### src/rtl/uart_tx.sv
// UART transmitter: 1 start bit, 8 data bits LSB first, optional parity, 1 or 2 stop bits.
// All line-facing outputs come straight from flops; the next-state logic only feeds them.
`timescale 1ns/1ps

module uart_tx #(
  parameter int CLK_FREQ  = 50000000,
  parameter int BAUD      = 115200,
  parameter int PARITY    = 0,
  parameter int STOP_BITS = 1
) (
  input  logic       clk,
  input  logic       rst,
  input  logic       start,
  input  logic [7:0] data,
  output logic       ready,
  output logic       txd,
  output logic       done
);

  localparam int BAUD_DIV = CLK_FREQ / BAUD;
  localparam int CW       = (BAUD_DIV > 1) ? $clog2(BAUD_DIV) : 1;
  localparam logic [CW-1:0] CNT_LAST = CW'(BAUD_DIV - 1);

  typedef enum logic [2:0] {
    S_IDLE  = 3'd0,
    S_START = 3'd1,
    S_DATA  = 3'd2,
    S_PAR   = 3'd3,
    S_STOP  = 3'd4
  } state_e;

  state_e        state_q, state_d;
  logic [CW-1:0] cnt_q, cnt_d;
  logic [2:0]    idx_q, idx_d;
  logic [7:0]    shreg_q, shreg_d;
  logic          stop_q, stop_d;
  logic          txd_q, txd_d;
  logic          done_q, done_d;
  logic          ready_q, ready_d;
  logic          bit_end_s;
  logic          stop_last_s;

  function automatic logic par_bit(input logic [7:0] b);
    logic p;
    if (PARITY == 1) begin
      p = ~^b;
    end else begin
      p = ^b;
    end
    return p;
  endfunction

  assign bit_end_s   = (cnt_q == CNT_LAST);
  // stop_q marks the second stop bit; only STOP_BITS of 1 or 2 are meaningful
  assign stop_last_s = (STOP_BITS == 2) ? stop_q : 1'b1;

  // State and output registers with synchronous reset
  always_ff @(posedge clk) begin
    if (rst) begin
      state_q <= S_IDLE;
      cnt_q   <= '0;
      idx_q   <= 3'd0;
      shreg_q <= 8'd0;
      stop_q  <= 1'b0;
      txd_q   <= 1'b1;
      done_q  <= 1'b0;
      ready_q <= 1'b1;
    end else begin
      state_q <= state_d;
      cnt_q   <= cnt_d;
      idx_q   <= idx_d;
      shreg_q <= shreg_d;
      stop_q  <= stop_d;
      txd_q   <= txd_d;
      done_q  <= done_d;
      ready_q <= ready_d;
    end
  end

  // Next-state logic: frame sequencing and bit timing
  always_comb begin
    state_d = state_q;
    cnt_d   = cnt_q;
    idx_d   = idx_q;
    shreg_d = shreg_q;
    stop_d  = stop_q;

    if (state_q != S_IDLE) begin
      cnt_d = bit_end_s ? '0 : cnt_q + CW'(1);
    end else begin
      cnt_d = '0;
    end

    case (state_q)
      S_IDLE: begin
        if (start) begin
          state_d = S_START;
          shreg_d = data;
          idx_d   = 3'd0;
          stop_d  = 1'b0;
        end else begin
          state_d = S_IDLE;
        end
      end
      S_START: begin
        if (bit_end_s) begin
          state_d = S_DATA;
        end else begin
          state_d = S_START;
        end
      end
      S_DATA: begin
        if (bit_end_s) begin
          idx_d = idx_q + 3'd1;
          if (idx_q == 3'd7) begin
            state_d = (PARITY != 0) ? S_PAR : S_STOP;
          end else begin
            state_d = S_DATA;
          end
        end else begin
          state_d = S_DATA;
        end
      end
      S_PAR: begin
        if (bit_end_s) begin
          state_d = S_STOP;
        end else begin
          state_d = S_PAR;
        end
      end
      S_STOP: begin
        if (bit_end_s) begin
          if (stop_last_s) begin
            state_d = S_IDLE;
          end else begin
            stop_d = 1'b1;
          end
        end else begin
          state_d = S_STOP;
        end
      end
      default: begin
        state_d = S_IDLE;
      end
    endcase
  end

  // Output decode from the next state so the registered line lines up with the state
  always_comb begin
    txd_d   = 1'b1;
    done_d  = 1'b0;
    ready_d = (state_d == S_IDLE);
    case (state_d)
      S_START: txd_d = 1'b0;
      S_DATA:  txd_d = shreg_d[idx_d];
      S_PAR:   txd_d = par_bit(shreg_d);
      default: txd_d = 1'b1;
    endcase
    if ((state_q == S_STOP) && (state_d == S_IDLE)) begin
      done_d = 1'b1;
    end else begin
      done_d = 1'b0;
    end
  end

  assign ready = ready_q;
  assign txd   = txd_q;
  assign done  = done_q;

endmodule

### config.mk
export PLATFORM = sky130hd
export DESIGN_NAME = uart_tx
export DESIGN_NICKNAME = d
export VERILOG_FILES = /design/src/rtl/uart_tx.sv
export SDC_FILE = /design/constraint.sdc
export NUM_CORES = 1
export LEC_CHECK = 0
export ABC_AREA = 1
export CAP_MARGIN = 25
export CORE_MARGIN = 1
export CORE_UTILIZATION = 45
export DETAILED_ROUTE_END_ITERATION = 7
export GPL_ROUTABILITY_DRIVEN = 0
export HOLD_SLACK_MARGIN = 0.06
export SLEW_MARGIN = 0
export SYNTH_ARGS = -nofsm -noshare
export SYNTH_HDL_FRONTEND = slang
export SYNTH_SLANG_ARGS = --single-unit
### constraint.sdc
create_clock -name clk -period 1.8 [get_ports clk]
set_clock_uncertainty 0.05 [all_clocks]
set_input_delay 0.18 -clock clk [delete_from_list [all_inputs] [get_ports clk]]
set_output_delay 0.18 -clock clk [all_outputs]
set_load 0.02 [all_outputs]
==> out/results.txt <==
Main synth FF type -> dfxtp_1
Gr ovfl total -> 0
Outcome -> finished clean
Hold endpoint -> cnt_q[6]
Hold Startpoint -> cnt_q[6]
Vias in the first global route -> 1374
Worst-path fanout max -> 7
Filler cells -> 359
FFs w/ async S/R, synth -> 0%
Later-pin clock latency in the skew report -> 330 ps
Minimum clock period -> 1700 ps
Ports -> 14
LEAKAGE -> 0.945 nW
CTS root buffer -> clkbuf_4
Sinks on Clock Net -> 26
Mapped Area -> 0.00159 sq mm
Hold crit path type -> reg2reg
Fin cells -> 338
Total number of vias -> 1600
CORE AREA -> 0.00336 sq mm
Final period util -> 94.6%
Critical register-to-register path startpoint -> state_q[0]
CTS H-tree depth -> 1
Initial antenna violation count -> 0
R2R depth -> 12
Num CTS Buffers -> 3
Most frequent cells in the layout -> nand2_1, nor2_1, inv_1
Final nets -> 308
Largest net degree at the start of global routing -> 16
Crit Path Class -> reg2reg
DRC -> 0
Crit end category -> flip-flop
Yosys warning count -> 0
Post-synth EDFFs -> 0
WL/cell -> 10.5 microns
Die area -> 0.00377 sq mm
Via/cell ratio -> 4.73
# hold bufs at CTS -> 0
Placed instance area -> 0.00187 sq mm
Required @ worst endpoint -> 1980 ps
Final hold violation count -> 0
CP Data Arrival Time -> 1880 ps
Die Y -> 61.4 microns
Drt pass-1 iters -> 4
Max clock buf depth -> 2
Yosys reg bits -> 26
Area grow syn2layout -> 28.1%
Mean post-synth cell area -> 6.17 sq um
DRT iter0 DRCs -> 48
Hpwl dp -> 2630 microns
Dpl cells -> 329
MaxCap Viol Count -> 0
Final setup viols -> 0
Hold Crit Depth -> 2
Final worst slack -> 97.5 ps
Routed WL -> 3540 microns
Overall global routing resource usage -> 20.5%
Post-Synthesis Cells -> 257
R2r setup slk -> 100 ps
Detail Route Antenna Nets -> 0
Die W -> 61.4 microns
CTS tree -> yes
Ratio of cells with drive above 1 in the final layout -> 21.2%
Worst flop-to-flop path endpoint -> txd
First-pass GRT wire length -> 5670 microns
Seq/Total Area, Yosys -> 32.8%
Synthesized Nets -> 272
Max frequency -> 587 MHz
Most common cell after layout, fill and taps aside -> nand2_1
Final Cell Area -> 0.00203 sq mm
Pre-CTS setup slack -> -155 ps
Tightest Pin Transition -> 352 ps
Row cnt -> 21
Slew HR -> 76.5%
Worst vdd ir -> 0.313 mV
Clock-pin slew on the worst setup and hold paths -> 140 ps
RSZ-0062 raised after global routing -> yes
Power per cell area -> 613 mW/mm^2
Max-slew violation count -> 0
Starting density of the core -> 47.2%
Startpoint types -> flip-flop
Input/output buffers -> 13
Post-synth cell types -> 25
Antenna cell count -> 0
## power breakdown
group / internal [mW] / leakage (nW) / switching, mW / total, mW
Clock: 0.124 / 0.0210 / 0.180 / 0.304
Sequential: 0.599 / 0.214 / 0.0121 / 0.611
Combinational: 0.154 / 0.710 / 0.177 / 0.331
## metal layers
layer	GRT usage, %	wire [microns]	part of all wire, %	up-vias
li1	-	-	-	876
met2	35.4	1680	47	22
met4	9.52	79	2.2	0
met3	2.73	100	2.8	8
met1	25.2	1680	47	694
met5	0	0	0	-
## registers in the layout (all words and copies together) (netlist names)
signal	cells
shreg_q	8
state_q	3
done	1
idx_q	3
ready	1
cnt_q	9
txd	1
## logic make-up (layout without fill, tap and decap cells)
family                     Yosys count  count (layout)  synth area share, %
DFF                                 26              26                 32.8
and+or+nand+nor                    167             169                 46.3
AOI/OAI and AO/OA                   17              17                 5.60
buffers and inverters               40              73                 10.5
adders and majority gates            4               4                 3.15
xor gates and xnor gates             3               3                 1.66
## how the worst max path moves through the flow
stage | slack [ps] | depth (start not counted) | from | end
6_report | 100 | 12 | state_q[0] | txd
5_1_grt | -20 | 13 | cnt_q[1] | txd
4_1_cts | 20 | 13 | state_q[2] | txd
3_5_place_dp | -160 | 13 | start | txd
3_3_place_gp | -120 | 11 | start | txd
2_1_floorplan | 290 | 12 | cnt_q[0] | txd
## final cells by class
class	count	area [sq um]	share of cell area (%)
flip-flops and latches	26	527	25.9
multi-input cells	193	985	48.5
inverters	35	131	6.47
clock buffers	4	36.3	1.79
well taps	46	57.6	2.83
repair buffers	34	295	14.5
## cells in the mapped netlist, types with 2 or more instances
library cell   n  area, sq um
nand2_1       86          323
nor2_1        33          124
buf_6          2         22.5
nor3b_1        2         15.0
nand2_2        8         50.1
inv_1         31          116
nand3_1       28          140
ha_1           4         50.1
xnor2_1        2         17.5
o21ai_1        6         30.0
nor2_4         2         22.5
nor3_1         4         20.0
o21ai_0        5         25.0
inv_2          4         15.0
clkbuf_1       2         7.51
dfxtp_1       26          521
a21oi_1        4         20.0
## critical path, cell delays in order (launching register included)
cell and delay, ps:
dfxtp_4 390, nor2_4 190, nand3_4 140, buf_4 190, nand2_1 50, nand2_1 70, buf_4 130, nand2_1 60
nand3_1 70, nand2_1 70, nand2_1 50, nand3_1 80, nand3_1 70
## stage by stage
step	hold WS (ps)	TNS [ps]	total power, mW	util, %
after floorplan	294	0	0.811	-
after global placement	444	-123	0.925	55.7
after detailed placement	440	-155	0.927	55.7
after CTS	447	0	1.24	57.1
after global routing	469	-21.8	1.33	60.4
final	456	0	1.25	60.4
## repair_timing
item,in CTS,in global routing
hold endpoints to repair,0,0
setup buffers,1,2
setup endpoints to repair,1,3
resized for setup,1,30
gates cloned,0,2
pin swaps,2,11
(Power assumes the default switching activity.)
